**config.mk**
```make
export PLATFORM = sky130hd
export DESIGN_NAME = id_decode_stage
export DESIGN_NICKNAME = d
export VERILOG_FILES = /design/src/rtl/ex_pkg.sv /design/src/rtl/id_decoder.sv /design/src/rtl/id_decode_stage.sv
export SDC_FILE = /design/constraint.sdc
export NUM_CORES = 1
export LEC_CHECK = 0
export BUFFER_PORTS_ARGS = -buffer_cell sky130_fd_sc_hd__buf_2
export CAP_MARGIN = 20
export CELL_PAD_IN_SITES_DETAIL_PLACEMENT = 2
export CELL_PAD_IN_SITES_GLOBAL_PLACEMENT = 2
export CORE_ASPECT_RATIO = 1.4
export CORE_UTILIZATION = 30
export CTS_CLUSTER_SIZE = 24
export DETAILED_ROUTE_END_ITERATION = 10
export PLACE_DENSITY = 0.93
export SYNTH_ARGS = -nofsm -noshare
export SYNTH_HDL_FRONTEND = slang
export SYNTH_SLANG_ARGS = --single-unit
```
**constraint.sdc**
```tcl
create_clock -name clk -period 4.15 [get_ports clk]
set_input_delay 0 -clock clk [delete_from_list [all_inputs] [get_ports clk]]
set_output_delay 0 -clock clk [all_outputs]
set_load 0.005 [all_outputs]
```
**src/rtl/ex_pkg.sv**
```systemverilog
// Shared decode/execute definitions: opcodes, class codes, ex_ctrl layout,
// integer ALU and predicate operation codes.
package ex_pkg;

  localparam int EXC_W    = 7;
  localparam int EXC_SRC1 = 6;
  localparam int EXC_SRC2 = 5;
  localparam int EXC_OPHI = 4;
  localparam int EXC_OPLO = 1;
  localparam int EXC_INT  = 0;

  localparam logic [1:0] CLS_INT_RR = 2'b00;
  localparam logic [1:0] CLS_INT_RI = 2'b01;
  localparam logic [1:0] CLS_PRED   = 2'b10;
  localparam logic [1:0] CLS_MISC   = 2'b11;

  localparam logic [5:0] OP_JAL = 6'h30;
  localparam logic [5:0] OP_LD  = 6'h31;
  localparam logic [5:0] OP_ST  = 6'h32;
  localparam logic [5:0] OP_NOP = 6'h3F;

  localparam logic [3:0] ALU_ADD  = 4'b0001;
  localparam logic [3:0] ALU_SUB  = 4'b0010;
  localparam logic [3:0] ALU_MUL  = 4'b0011;
  localparam logic [3:0] ALU_DIV  = 4'b0100;
  localparam logic [3:0] ALU_MOD  = 4'b0101;
  localparam logic [3:0] ALU_JL   = 4'b1110;

  localparam logic [2:0] PR_AND    = 3'b001;
  localparam logic [2:0] PR_ISZERO = 3'b111;

  typedef struct packed {
    logic [EXC_W-1:0] ex_ctrl;
    logic             reg_we;
    logic             pred_we;
    logic             mem_rd;
    logic             mem_wr;
    logic             illegal;
    logic             use_ry;
    logic             use_rx;
  } dec_t;

  function automatic logic [EXC_W-1:0] mk_ctrl(
    input logic       src1_pc,
    input logic       src2_imm,
    input logic [3:0] op,
    input logic       int_sel
  );
    return {src1_pc, src2_imm, op, int_sel};
  endfunction

endpackage

```
**src/rtl/id_decoder.sv**
```systemverilog
// Combinational opcode decode into EX control word and side controls.
// Illegal encodings zero every control but keep operand-read flags.
module id_decoder
  import ex_pkg::*;
(
  input  logic [5:0] i_opcode,
  output dec_t       o_dec
);

  logic [1:0] w_cls;
  logic [3:0] w_fn;
  logic       w_int_ok;
  logic       w_pred_ok;

  assign w_cls     = i_opcode[5:4];
  assign w_fn      = i_opcode[3:0];
  assign w_int_ok  = (w_fn != 4'h0) && (w_fn != 4'hF);
  assign w_pred_ok = !w_fn[3] && (w_fn[2:0] != 3'b000);

  always_comb begin
    o_dec = '0;
    // Register reads depend only on format, so hazards see them even if illegal
    o_dec.use_ry = (w_cls != CLS_MISC) || (i_opcode == OP_LD)
                || (i_opcode == OP_ST);
    o_dec.use_rx = (w_cls == CLS_INT_RR) || (w_cls == CLS_PRED)
                || (i_opcode == OP_ST);
    unique case (1'b1)
      (w_cls == CLS_INT_RR) && w_int_ok: begin
        o_dec.ex_ctrl = mk_ctrl(1'b0, 1'b0, w_fn, 1'b1);
        o_dec.reg_we  = 1'b1;
      end
      (w_cls == CLS_INT_RI) && w_int_ok: begin
        o_dec.ex_ctrl = mk_ctrl(1'b0, 1'b1, w_fn, 1'b1);
        o_dec.reg_we  = 1'b1;
      end
      (w_cls == CLS_PRED) && w_pred_ok: begin
        o_dec.ex_ctrl = mk_ctrl(1'b0, 1'b0, {1'b0, w_fn[2:0]}, 1'b0);
        o_dec.pred_we = 1'b1;
      end
      i_opcode == OP_JAL: begin
        o_dec.ex_ctrl = mk_ctrl(1'b1, 1'b0, ALU_JL, 1'b1);
        o_dec.reg_we  = 1'b1;
      end
      i_opcode == OP_LD: begin
        o_dec.ex_ctrl = mk_ctrl(1'b0, 1'b1, ALU_ADD, 1'b1);
        o_dec.reg_we  = 1'b1;
        o_dec.mem_rd  = 1'b1;
      end
      i_opcode == OP_ST: begin
        o_dec.ex_ctrl = mk_ctrl(1'b0, 1'b1, ALU_ADD, 1'b1);
        o_dec.mem_wr  = 1'b1;
      end
      i_opcode == OP_NOP: begin
        o_dec.ex_ctrl = '0;
      end
      default: begin
        o_dec.illegal = 1'b1;
      end
    endcase
  end

endmodule

```
**src/rtl/id_decode_stage.sv**
```systemverilog
// Decode stage: ID/EX pipeline register, valid/ready handshake,
// flush and single-bubble load-use interlock.
module id_decode_stage
  import ex_pkg::*;
#(
  parameter int DATA_W = 32,
  parameter int REG_AW = 5,
  parameter int PC_INC = 4
) (
  input  logic              clk,
  input  logic              rst_n,
  input  logic              flush,
  input  logic              in_valid,
  output logic              in_ready,
  input  logic [DATA_W-1:0] instr,
  input  logic [DATA_W-1:0] pc,
  output logic              out_valid,
  input  logic              out_ready,
  output logic [EXC_W-1:0]  ex_ctrl,
  output logic [DATA_W-1:0] imm_s,
  output logic [DATA_W-1:0] pc_n,
  output logic [REG_AW-1:0] rd,
  output logic [REG_AW-1:0] ry_sel,
  output logic [REG_AW-1:0] rx_sel,
  output logic              reg_we,
  output logic              pred_we,
  output logic              mem_rd,
  output logic              mem_wr,
  output logic              illegal
);

  dec_t              w_dec;
  logic [REG_AW-1:0] w_rd;
  logic [REG_AW-1:0] w_ry;
  logic [REG_AW-1:0] w_rx;
  logic              w_hit;
  logic              w_hazard;
  logic              w_accept;

  logic              r_valid;
  logic [EXC_W-1:0]  r_ctrl;
  logic [DATA_W-1:0] r_imm;
  logic [DATA_W-1:0] r_pcn;
  logic [REG_AW-1:0] r_rd;
  logic [REG_AW-1:0] r_ry;
  logic [REG_AW-1:0] r_rx;
  logic              r_reg_we;
  logic              r_pred_we;
  logic              r_mem_rd;
  logic              r_mem_wr;
  logic              r_illegal;

  id_decoder u_dec (
    .i_opcode (instr[31:26]),
    .o_dec    (w_dec)
  );

  assign w_rd = instr[25 -: REG_AW];
  assign w_ry = instr[20 -: REG_AW];
  assign w_rx = instr[15 -: REG_AW];

  assign w_hit = (w_dec.use_ry && (w_ry == r_rd))
              || (w_dec.use_rx && (w_rx == r_rd));
  assign w_hazard = r_valid && r_mem_rd && (r_rd != '0)
                 && in_valid && w_hit;

  assign in_ready = (!r_valid || out_ready) && !w_hazard && !flush;
  assign w_accept = in_valid && in_ready;

  always_ff @(posedge clk) begin
    if (!rst_n) begin
      r_valid   <= 1'b0;
      r_ctrl    <= '0;
      r_imm     <= '0;
      r_pcn     <= '0;
      r_rd      <= '0;
      r_ry      <= '0;
      r_rx      <= '0;
      r_reg_we  <= 1'b0;
      r_pred_we <= 1'b0;
      r_mem_rd  <= 1'b0;
      r_mem_wr  <= 1'b0;
      r_illegal <= 1'b0;
    end else if (flush) begin
      r_valid <= 1'b0;
    end else if (w_accept) begin
      r_valid   <= 1'b1;
      r_ctrl    <= w_dec.ex_ctrl;
      r_imm     <= {{(DATA_W-16){instr[15]}}, instr[15:0]};
      r_pcn     <= pc + DATA_W'(PC_INC);
      r_rd      <= w_rd;
      r_ry      <= w_ry;
      r_rx      <= w_rx;
      r_reg_we  <= w_dec.reg_we;
      r_pred_we <= w_dec.pred_we;
      r_mem_rd  <= w_dec.mem_rd;
      r_mem_wr  <= w_dec.mem_wr;
      r_illegal <= w_dec.illegal;
    end else if (out_ready) begin
      r_valid <= 1'b0;
    end
  end

  assign out_valid = r_valid;
  assign ex_ctrl   = r_ctrl;
  assign imm_s     = r_imm;
  assign pc_n      = r_pcn;
  assign rd        = r_rd;
  assign ry_sel    = r_ry;
  assign rx_sel    = r_rx;
  assign reg_we    = r_reg_we;
  assign pred_we   = r_pred_we;
  assign mem_rd    = r_mem_rd;
  assign mem_wr    = r_mem_wr;
  assign illegal   = r_illegal;

endmodule

```
# Yosys cells after proc, flatten, opt, wreduce, memory -nomap -nowiden
# Cells that the tools add are included.
[op_classes] n_addsub=1 eq_ne=10 muxes=8 n_bitwise=2 n_reduce_logical=34
[ops] cell="$pmux 7 s5" n=1
[ops] cell="$add 32x3->32 const B" n=1
[ops] cell="$eq 6x6->1 const B" n=4
[ops] cell="$logic_and 1x1->1" n=14
[ops] cell="$eq 5x5->1" n=2
[ops] cell="$mux 1" n=7
[ops] cell="$reduce_or 7->1" n=1
[ops] cell="$logic_or 1x1->1" n=6
[ops] cell="$reduce_bool 5->1" n=1
[ops] cell="$logic_not 1->1" n=4
[ops] cell="$ne 4x4->1 const B" n=1
[ops] cell="$reduce_bool 4->1" n=1
[ops] cell="$reduce_or 2->1" n=2
[ops] cell="$reduce_or 4->1" n=1
[ops] cell="$reduce_bool 3->1" n=1
[ops] cell="$eq 2x1->1 const B" n=1
[ops] cell="$eq 2x2->1 const B" n=1
[ops] cell="$logic_not 2->1" n=1
[ops] cell="$ne 2x2->1 const B" n=1
[ops] cell="$not 1->1" n=2
[ops] cell="$reduce_and 2->1" n=1
[ops] cell="$reduce_bool 2->1" n=1
[totals] regBits=76 in_bits=69 output_inout_bits=93 elab_cells=67

# Logic depth before layout (Yosys ltp)
# Gate-level depths: netlist of the first run.
[depth] word_depth=11 ltp_mapped=8 depth_no_buf=6

# Hierarchy
# Synthesis of the first run repeated with hierarchy kept, for this count alone.
[hier_totals] cells_unflattened=497 area_unflattened_um2=4062.6
[by_module_without_submodules] mod="id_decode_stage" n_inst=1 cells_per_inst=443 area_per_inst_um2=3728.6 seq_area_each_um2=1421.4
[by_module_without_submodules] mod="id_decoder" n_inst=1 cells_per_inst=54 area_per_inst_um2=334.1 seq_area_each_um2=0.0

# Worst setup path after synthesis of the first run
# OpenSTA, ideal clock, no wires.
[synth_timing] path_type="reg2reg" startpoint="register r_rd[1], in the netlist rd[1]" endpoint="register r_pcn[24], in the netlist pc_n[24]" setup_time_ns=0.081 arrival_time_ns=1.843 required_ns=4.069 slack_ns=2.226 path_stages_with_launch=7 n_path_buf=1 period_less_slack_ns=1.924 path_cell_list="dfxtp_1 > or4_4 > o21ai_4 > o41a_2 > clkbuf_1 > a21oi_1 > a211oi_2"
[synth_between] elab_chain_cells=9 elab_cells_between_ends=14 classes_between="2 x eq/ne; 12 x reduce/logical"
[synth_lines] item="start: declaration" line="id_decode_stage.sv:44" rtl="logic [REG_AW-1:0] r_rd;"
[synth_lines] item="start signal: assignment" line="id_decode_stage.sv:91" rtl="r_rd <= w_rd;"
[synth_lines] item="$eq 5x5->1 (tied with other cells)" line="id_decode_stage.sv:62" rtl="assign w_hit = (w_dec.use_ry && (w_ry == r_rd))"
[synth_lines] item="$logic_and 1x1->1, on equally long branches" line="id_decode_stage.sv:62, id_decode_stage.sv:63, id_decode_stage.sv:64"
[synth_lines] item="$logic_or 1x1->1 / $logic_and 1x1->1 (equally long branches)" line="id_decode_stage.sv:63, id_decode_stage.sv:65"
[synth_lines] item="$logic_and 1x1->1 (*)" line="id_decode_stage.sv:65" rtl="&& in_valid && w_hit;"
[synth_lines] item="$logic_not 1->1 (*)" line="id_decode_stage.sv:67" rtl="assign in_ready = (!r_valid || out_ready) && !w_hazard && !flush;"
[synth_lines] item="$logic_and 1x1->1 (*) (2 in series)" line="id_decode_stage.sv:67"
[synth_lines] item="$logic_and 1x1->1 (*)" line="id_decode_stage.sv:68" rtl="assign w_accept = in_valid && in_ready;"
[synth_lines] item="$reduce_and 2->1 (no line) (*)"
[synth_lines] item="end signal: assignment" line="id_decode_stage.sv:90" rtl="r_pcn <= pc + DATA_W'(PC_INC);"
[synth_lines] item="end: declaration" line="id_decode_stage.sv:43" rtl="logic [DATA_W-1:0] r_pcn;"
# Every way passes the cells marked *; elsewhere a longest branch is shown, timed or not.
# A chain may end at the register's enable or synchronous reset.

# Final worst setup path of the first run
[layout_timing] startpoint="register r_rd[1], in the netlist rd[1]" endpoint="register r_valid, in the netlist out_valid"
[layout_between] elab_chain_cells=9 elab_cells_between_ends=15 classes_between="2 x eq/ne; 1 x mux; 12 x reduce/logical"
[layout_lines] item="$eq 5x5->1 (tied with other cells)" line="id_decode_stage.sv:62"
[layout_lines] item="$logic_and 1x1->1, on equally long branches" line="id_decode_stage.sv:62, id_decode_stage.sv:63, id_decode_stage.sv:64"
[layout_lines] item="$logic_or 1x1->1 / $logic_and 1x1->1 (equally long branches)" line="id_decode_stage.sv:63, id_decode_stage.sv:65"
[layout_lines] item="$logic_and 1x1->1 (*)" line="id_decode_stage.sv:65"
[layout_lines] item="$logic_not 1->1 (*)" line="id_decode_stage.sv:67"
[layout_lines] item="$logic_and 1x1->1 (*) (2 in series)" line="id_decode_stage.sv:67"
[layout_lines] item="$logic_and 1x1->1 (*)" line="id_decode_stage.sv:68"
[layout_lines] item="$mux 1 / $reduce_bool 2->1 (equally long branches)"
[layout_lines] item="end signal: assignment" line="id_decode_stage.sv:72" rtl="r_valid <= 1'b0;"
[layout_lines] item="end signal: assignment" line="id_decode_stage.sv:85" rtl="r_valid <= 1'b0;"
[layout_lines] item="end signal: assignment" line="id_decode_stage.sv:87" rtl="r_valid <= 1'b1;"
[layout_lines] item="end: declaration" line="id_decode_stage.sv:40" rtl="logic r_valid;"
# Marks and branches as above.

==> results.py, run 1 <==
metrics = {
    "floorplanning": {
        "fp.dieH_um": 139,
        "die_area_um2": 13800,
        "coreArea_um2": 12900,
        "initial_core_util": 0.310,
        "fp-row-count": 49,
        "ios": 162,
        "dieWidth_um": 99.7,
    },
    "logic_synthesis": {
        "async_reset_ff_frac": 0,
        "synthTopCellsByCount": "71 x dfxtp_1, 54 x a21oi_1, 48 x nand3_1",
        "synth.distinct_cells": 45,
        "ys_seq_area_frac": 0.354,
        "syn_inst": 455,
        "synth_edf_count": 0,
        "synth.ff_latch_count": 71,
        "yosysWarnings": 0,
        "synth_most_common_cell": "dfxtp_1",
        "synth_fp_nets": 525,
        "yosys.area.top_type_share": 0.354,
        "yosys.area.top_type": "dfxtp_1",
        "synthesis.area_um2": 4010,
        "synth_ff_type": "dfxtp_1",
        "yosys-top-cells-area": "dfxtp_1 35%, a211oi_2 8.4%, a21oi_1 6.7%, xnor2_1 6.3%, nand3_1 6.0%",
        "avgSynthCellArea_um2": 8.82,
    },
    "clock_tree": {
        "cts_resized": 0,
        "clk_latency_ns": 0.33,
        "cts_buffers": 9,
        "cts_htree_levels": 3,
        "clock_path_buffers": 2,
        "root_buffer": "clkbuf_16",
        "postCtsSetupRepairBufs": 0,
        "clkTransAtPathRegs_ns": 0.06,
        "numClockSinks": 71,
        "tritoncts": "done",
    },
    "worst_setup_path": {
        "arrival_ns": 2.97,
        "crit_start": "rd[1]",
        "critical_path_required_ns": 4.43,
        "startpoint_type": "register",
        "r2r_start": "rd[1]",
        "path_max_fanout": 15,
        "endpoint_kind": "register",
        "critPathKind": "reg -> reg",
    },
    "worst_hold_path": {
        "hold_start": "pc[28]",
        "holdCritPathClass": "in -> reg",
    },
    "route": {
        "dr.pass1.iters": 4,
        "drc": 0,
        "first_iter_violations": 80,
        "detail_route.wl_per_cell_um": 19.7,
        "vias": 4210,
        "totalWireLength_um": 15600,
        "via_per_inst": 5.31,
        "antenna_left": 0,
    },
    "grt": {
        "overflow": 0,
        "track_usage": 0.227,
        "grt_pass1_wl_um": 24500,
        "antenna_found_initial": 0,
        "grt_pass1_vias": 4647,
        "grt_max_degree": 46,
    },
    "timing": {
        "post-route-min-period_ns": 2.69,
        "setup_viol": 0,
        "max_slew_margin": 0.294,
        "fin_worst_skew_ns": 0.00622,
        "drv_slew": 0,
        "fin_hold_ws_ns": 0.0179,
        "fmax_mhz": 372,
        "tightest_slew_ns": 1.06,
        "finalCritPeriodShare": 0.648,
        "finalHoldViolCount": 0,
        "setup_tns_ns": 0,
        "rsz0062_at_grt": "false",
    },
    "status": {
        "status": "completed",
    },
    "final_layout": {
        "multiInputGateArea_um2": 2200,
        "area_delta_synth_final_pct": 33.8,
        "drive_above_1_share": 0.377,
        "seqCellArea_um2": 1420,
        "final_cell_area_um2": 5370,
        "finalNetCount": 680,
        "num_antenna_cells": 0,
        "n_fill_cell": 1475,
    },
    "placed_design": {
        "place_congestion": 0.847,
        "port_buffers": 161,
        "dpl.hpwl_um": 11100,
        "place_area_um2": 4720,
    },
    "pwr": {
        "power_leakage_nw": 2.20,
        "total_power_mw": 1.92,
        "ir_worst_vdd_v": 0.000143,
        "p_per_area_nw_per_um2": 357,
    },
    "job": {
        "drv_cap": 0,
    },
}
power breakdown:
part	internal, mW	switching, mW	leakage (nW)	total (mW)
sequential	0.720	0.0269	0.582	0.747
clock	0.525	0.300	0.151	0.825
combinational	0.149	0.195	1.47	0.344
metrics by stage:
step	worst slack, ns	util	std cells
after floorplan	2.23	-	455
after global placement	1.39	0.365	744
after detailed placement	1.19	0.365	744
after CTS	1.19	0.413	792
after global routing	1.37	0.415	793
final	1.46	0.415	793
kinds of logic (layout without fill, tap and decap cells):
kind of cell,count (synthesis),in the layout,synth area share
adder cells (fa/ha/maj),1,1,0.00312
AND/OR/NAND/NOR,130,130,0.171
AO/OA/AOI/OAI,146,146,0.275
XOR/XNOR,38,38,0.0829
multiplexers,6,6,0.0150
buffers and inverters,63,223,0.0985
flip-flops,71,71,0.354
final cells by class:
class,instances,share of cell area
tap,178,0.0415
multi-input combinational,321,0.409
clock buffer,12,0.0441
timing repair buffer,201,0.223
inverter,6,0.00420
clock inverter,4,0.0131
sequential,71,0.265
layer usage:
layer	vias up	track usage	wire length [um]
met4	0	0.0666	269
met5	-	0	0
met1	2090	0.236	6030
met3	20	0.0509	925
li1	1950	-	-
met2	150	0.441	8410
sequential cells by signal, indices dropped and copies added (netlist names):
signal     flops
pc_n          32
imm_s         16
ex_ctrl        7
rd             5
ry_sel         5
illegal        1
mem_rd         1
mem_wr         1
out_valid      1
pred_we        1
reg_we         1
repair_timing:
action / in CTS / in global routing
hold buffers: 32 / 0
endpoints found under the setup margin: 0 / 0
endpoints found under the hold margin: 31 / 0
cell usage in the layout, fill, tap and decap left out, drive strengths merged, types with 3 or more instances in the layout:
master         n
or4            3
clkbuf        12
mux2i          6
a311oi         4
a211oi        29
o21ai         36
nor2          12
and4           6
nor3          13
xnor2         29
nand4          8
dlygate4sd3   32
o41ai          3
nand2         25
nand3         48
nor4           3
buf          169
xor2           9
and3           4
dfxtp         71
inv            6
a21oi         64
nor2b          3
critical path, cell delays in order (launching register included):
cell and delay, ns:
dfxtp_1 0.36, or4_4 0.56, o21ai_4 0.24, o41a_2 0.39
nand2_2 0.22, a211oi_1 0.28, dlygate4sd3_1 0.58
worst paths after layout:
kind | end | depth (start not counted) | slack, ns
setup / recovery | out_valid | 6 | 1.46
hold / removal | pc_n[28] | 3 | 0.02
setup reg to reg | out_valid | 6 | 1.46
hold reg to reg | ex_ctrl[6] | 2 | 0.46
(Power assumes the default switching activity.)
==> run 2, diff against run 1 <==
--- a/config.mk
+++ b/config.mk
@@ -10,10 +10,10 @@
 export CELL_PAD_IN_SITES_DETAIL_PLACEMENT = 2
 export CELL_PAD_IN_SITES_GLOBAL_PLACEMENT = 2
 export CORE_ASPECT_RATIO = 1.4
-export CORE_UTILIZATION = 30
+export CORE_UTILIZATION = 25
 export CTS_CLUSTER_SIZE = 24
 export DETAILED_ROUTE_END_ITERATION = 10
-export PLACE_DENSITY = 0.93
+export PLACE_DENSITY = 0.83
 export SYNTH_ARGS = -nofsm -noshare
 export SYNTH_HDL_FRONTEND = slang
 export SYNTH_SLANG_ARGS = --single-unit
==> constraint.sdc (replaced) <==
create_clock -name clk -period 2.4 [get_ports clk]
set_input_delay 0 -clock clk [delete_from_list [all_inputs] [get_ports clk]]
set_output_delay 0 -clock clk [all_outputs]
set_load 0.005 [all_outputs]
==> run 2 against run 1 <==
- critical path depth up 1
- clock-buffer cell count shrank 2
- total power up 86%
- setup slack got worse by 1.3 ns
- global-route usage shrank 3.7 points
- die area rose by 20%
- register-to-register slack got worse by 1.3 ns
- final cell count up 4.5%
- via count is 0.57% higher
- clock skew hardly changed
- combinational power increased by 83%
- largest cell class unchanged
==> results.py, run 2 (synthesized netlist as in run 1, its figures left out) <==
metrics = {
    "status": {
        "status": "completed",
    },
    "final_layout": {
        "area_delta_synth_final_pct": 40.2,
        "layoutNonFillerInstCount": 829,
        "final_cell_area_um2": 5630,
        "num_antenna_cells": 0,
        "drive_above_1_share": 0.398,
        "largest_reg_flops": 32,
        "final_common_cell": "buf_2",
        "layout_common_cells": "161 x buf_2, 71 x dfxtp_1, 54 x a21oi_1",
        "finalNetCount": 698,
    },
    "job": {
        "drv_cap": 0,
    },
    "timing": {
        "fin_worst_skew_ns": 0.00618,
        "drv_slew": 0,
        "setup_viol": 0,
        "post-route-min-period_ns": 2.25,
        "fmax_mhz": 444,
        "tightest_slew_ns": 0.778,
        "setup_tns_ns": 0,
        "rsz0062_at_grt": "false",
        "max_slew_margin": 0.480,
        "finalCritPeriodShare": 0.939,
        "finalHoldViolCount": 0,
        "setup_slack_ns": 0.146,
    },
    "worst_setup_path": {
        "arrival_ns": 2.25,
        "startpoint_type": "register",
        "slowest_stage": "o41ai_4",
        "path_max_fanout": 11,
        "critPathKind": "reg -> out",
        "endpoint_kind": "output pin",
        "cp_num_buf_inv": 3,
        "crit_top_cell": "buf_4",
        "critical_path_required_ns": 2.40,
        "cp_cell_sequence": "buf_4 > xnor2_1 > nand3_1 > o41ai_4 > buf_4 > nor2_1 > buf_2",
        "path_delay_family": "compound AO/OA/AOI/OAI gates",
        "slowest_delay_ns": 0.58,
    },
    "grt": {
        "track_usage": 0.190,
        "overflow": 0,
        "antenna_found_initial": 0,
        "grt_max_degree": 38,
        "grt_pass1_wl_um": 24300,
        "grt_pass1_vias": 4519,
    },
    "clock_tree": {
        "numClockSinks": 71,
        "root_buffer": "clkbuf_16",
        "cts_htree_levels": 3,
        "clk_latency_ns": 0.34,
        "cts_buffers": 9,
        "clock_path_buffers": 2,
        "clkTransAtPathRegs_ns": 0.06,
        "tritoncts": "done",
    },
    "placed_design": {
        "pre_cts_ws_ns": -0.0684,
        "dp.cells": 779,
        "port_buffers": 161,
        "dpl.hpwl_um": 11500,
        "place_area_um2": 4920,
        "place_congestion": 0.872,
    },
    "pwr": {
        "p_sw_mw": 0.918,
        "p_int_mw": 2.65,
        "p_comb_frac": 0.176,
        "power_leakage_nw": 2.33,
        "switching_share": 0.258,
        "ir_worst_vdd_v": 0.000250,
        "total_power_mw": 3.56,
        "clkPwrFrac": 0.462,
        "p_per_area_nw_per_um2": 633,
        "seqPwrFrac": 0.361,
    },
    "floorplanning": {
        "fp.dieH_um": 152,
        "die_area_um2": 16600,
        "initial_core_util": 0.257,
        "coreArea_um2": 15600,
        "ios": 162,
        "fp-row-count": 54,
        "dieWidth_um": 109,
    },
    "route": {
        "via_per_inst": 5.11,
        "vias": 4234,
        "totalWireLength_um": 15700,
        "dr.pass1.iters": 4,
        "first_iter_violations": 151,
        "antenna_left": 0,
        "drc": 0,
        "detail_route.wl_per_cell_um": 18.9,
    },
    "worst_hold_path": {
        "holdCritPathClass": "in -> reg",
    },
}
## run 2: power by group through the flow
| stage | registers (mW) | logic [mW] | clock network (mW) |
|---|---|---|---|
| after floorplan | 1.31 | 0.324 | 0 |
| after CTS | 1.29 | 0.634 | 1.68 |
| after global routing | 1.29 | 0.684 | 1.73 |
| after global placement | 1.31 | 0.558 | 0 |
| after detailed placement | 1.31 | 0.585 | 0 |
| final | 1.29 | 0.628 | 1.65 |
## run 2: timing repair
item	in CTS	in global routing
endpoints found under the setup margin	15	0
endpoints found under the hold margin	31	0
setup buffers	0	0
resized for setup	0	0
hold buffers	32	0
## run 2: path summary, 6_finish.rpt
kind / start / to / slack (ns) / cells after the start
setup / recovery: rd[3] / in_ready / 0.15 / 7
hold / removal: pc[31] / pc_n[31] / 0.02 / 3
setup reg to reg: rd[1] / imm_s[10] / 0.17 / 7
hold reg to reg: pc_n[29] / pc_n[29] / 0.46 / 2
## run 2: through the flow
stage | hold WS (ns) | util
after detailed placement | 0.192 | 0.315
after CTS | 0.00505 | 0.360
after floorplan | 0.0785 | -
final | 0.0196 | 0.361
after global placement | 0.198 | 0.315
after global routing | 0.0245 | 0.361
## run 2: worst min-delay path: cells and delay by family
| family | cells | cell delay [ns] |
|---|---|---|
| AO/OA/AOI/OAI | 1 | 0.07 |
| XOR/XNOR | 1 | 0.14 |
| buffers and inverters | 1 | 0.09 |
## run 2: area by class of cell
cell class	count	area [um^2]
tap	196	245
multi-input combinational	322	2210
clock inverter	6	133
sequential	71	1420
timing repair buffer	218	1360
clock buffer	10	229
fill	1792	9980
inverter	6	22.5
## run 2: per-layer routing
metal	global-route usage	wire length, um
met2	0.356	8440
met5	0	0
met3	0.0275	753
met4	0.0605	271
met1	0.213	6230
==> run 3, diff against run 2 <==
--- a/config.mk
+++ b/config.mk
@@ -13,6 +13,7 @@
 export CORE_UTILIZATION = 25
 export CTS_CLUSTER_SIZE = 24
 export DETAILED_ROUTE_END_ITERATION = 10
+export HOLD_SLACK_MARGIN = 0.05
 export PLACE_DENSITY = 0.83
 export SYNTH_ARGS = -nofsm -noshare
 export SYNTH_HDL_FRONTEND = slang
==> run 3 against run 2 <==
- core utilization rose by 1.1 points
- critical endpoint unchanged
- hold slack improved by 0.054 ns
- sequential share of layout area fell by 0.76 points
- critical path type unchanged
- via count rose by 1.8%
- clock skew fell by 0.00079 ns
==> results.py, run 3 (synthesized netlist as in run 1, its figures left out) <==
metrics = {
    "placed_design": {
        "place_congestion": 0.872,
        "port_buffers": 161,
        "pre_cts_ws_ns": -0.0684,
        "dp.cells": 779,
        "dpl.hpwl_um": 11500,
    },
    "worst_setup_path": {
        "arrival_ns": 2.27,
        "cp_cell_sequence": "buf_4 > xnor2_1 > nand3_1 > o41ai_4 > buf_4 > nor2_1 > buf_2",
        "slowest_delay_ns": 0.59,
        "critical_path_required_ns": 2.40,
        "slowest_stage": "o41ai_4",
        "endpoint_kind": "output pin",
        "cp_num_buf_inv": 3,
        "startpoint_type": "register",
        "path_delay_family": "compound AO/OA/AOI/OAI gates",
        "path_max_fanout": 11,
        "crit_top_cell": "buf_4",
        "critPathKind": "reg -> out",
    },
    "route": {
        "via_per_inst": 5.09,
        "first_iter_violations": 124,
        "drc": 0,
        "dr.pass1.iters": 4,
        "detail_route.wl_per_cell_um": 18.9,
        "vias": 4309,
        "antenna_left": 0,
        "totalWireLength_um": 16000,
    },
    "grt": {
        "grt_max_degree": 38,
        "track_usage": 0.195,
        "overflow": 0,
        "antenna_found_initial": 0,
        "grt_pass1_vias": 4628,
        "grt_pass1_wl_um": 24900,
    },
    "pwr": {
        "ir_worst_vdd_v": 0.000253,
        "p_comb_frac": 0.182,
        "p_sw_mw": 0.926,
        "p_int_mw": 2.66,
        "clkPwrFrac": 0.459,
        "p_per_area_nw_per_um2": 619,
        "power_leakage_nw": 2.40,
        "seqPwrFrac": 0.359,
        "switching_share": 0.258,
    },
    "final_layout": {
        "largest_reg_flops": 32,
        "n_fill_cell": 1768,
        "multiInputGateArea_um2": 2210,
        "layout_common_cells": "161 x buf_2, 71 x dfxtp_1, 54 x a21oi_1",
        "finalNetCount": 716,
        "num_antenna_cells": 0,
        "seqCellArea_um2": 1420,
        "drive_above_1_share": 0.390,
        "final_common_cell": "buf_2",
        "fin_util": 0.372,
        "layoutNonFillerInstCount": 847,
        "area_delta_synth_final_pct": 44.6,
    },
    "clock_tree": {
        "cts_htree_levels": 3,
        "numClockSinks": 71,
        "cts_buffers": 9,
        "clk_latency_ns": 0.33,
        "root_buffer": "clkbuf_16",
        "clkTransAtPathRegs_ns": 0.06,
        "clock_path_buffers": 2,
        "tritoncts": "done",
    },
    "timing": {
        "finalCritPeriodShare": 0.945,
        "finalHoldViolCount": 0,
        "fin_worst_skew_ns": 0.00539,
        "max_slew_margin": 0.548,
        "tightest_slew_ns": 0.678,
        "rsz0062_at_grt": "false",
        "fmax_mhz": 441,
        "post-route-min-period_ns": 2.27,
        "drv_slew": 0,
        "setup_viol": 0,
        "setup_slack_ns": 0.133,
    },
    "floorplanning": {
        "fp.dieH_um": 152,
        "ios": 162,
        "die_area_um2": 16600,
        "dieWidth_um": 109,
        "coreArea_um2": 15600,
        "initial_core_util": 0.257,
        "fp-row-count": 54,
    },
    "job": {
        "drv_cap": 0,
    },
    "status": {
        "status": "completed",
    },
    "worst_hold_path": {
        "holdCritPathClass": "in -> reg",
    },
}
-- run 3: cell count changes in the layout (fill, tap and decap cells not counted) --
cell	change
dlygate4sd3_1	+16
buf_4	+2
-- run 3: tightest hold or removal path, cell delays in order --
cell and delay [ns]:
buf_2 0.14, nand3_1 0.10, a311oi_2 0.10
-- run 3: power groups by stage --
stage	clock network, mW	logic [mW]	registers (mW)
2_1_floorplan	0	0.324	1.31
3_3_place_gp	0	0.558	1.31
3_5_place_dp	0	0.585	1.31
4_1_cts	1.68	0.654	1.29
5_1_grt	1.74	0.710	1.30
6_report	1.65	0.654	1.29
-- run 3: layout make-up --
type	count	share of cell area
Multi-Input combinational cell	322	0.381
Timing Repair Buffer	236	0.265
Sequential cell	71	0.245
Tap cell	196	0.0423
Clock buffer	10	0.0395
Clock inverter	6	0.0229
Inverter	6	0.00388
-- run 3: path summary, 6_finish.rpt --
check | from | to | cells after the start | slack (ns)
setup / recovery | rd[3] | in_ready | 7 | 0.13
hold / removal | instr[30] | ex_ctrl[5] | 3 | 0.07
setup reg to reg | rd[1] | imm_s[10] | 7 | 0.17
hold reg to reg | pc_n[29] | pc_n[29] | 2 | 0.46
-- run 3: through the flow --
step	TNS, ns	area (um^2)	hold slack [ns]	power (mW)
after floorplan	0	4010	0.0785	1.64
after global placement	0	4920	0.198	1.87
after detailed placement	-0.0909	4920	0.192	1.90
after CTS	0	5780	0.0617	3.63
after global routing	0	5800	0.0730	3.74
final	0	5800	0.0731	3.59
-- run 3: repair_timing --
item	CTS	global route
buffers inserted	0	2
endpoints found under the setup margin	15	4
hold endpoints to repair	48	0
cloned	1	0
hold buffers	48	0
gates resized for setup	0	0
pin swaps	1	1
-- run 3: metal layers --
| metal | up-vias | GRT usage | share of wire |
|---|---|---|---|
| li1 | 2023 | - | - |
| met1 | 2122 | 0.219 | 0.40 |
| met2 | 144 | 0.364 | 0.54 |
| met3 | 20 | 0.0279 | 0.043 |
| met4 | 0 | 0.0644 | 0.017 |
| met5 | - | 0 | 0 |
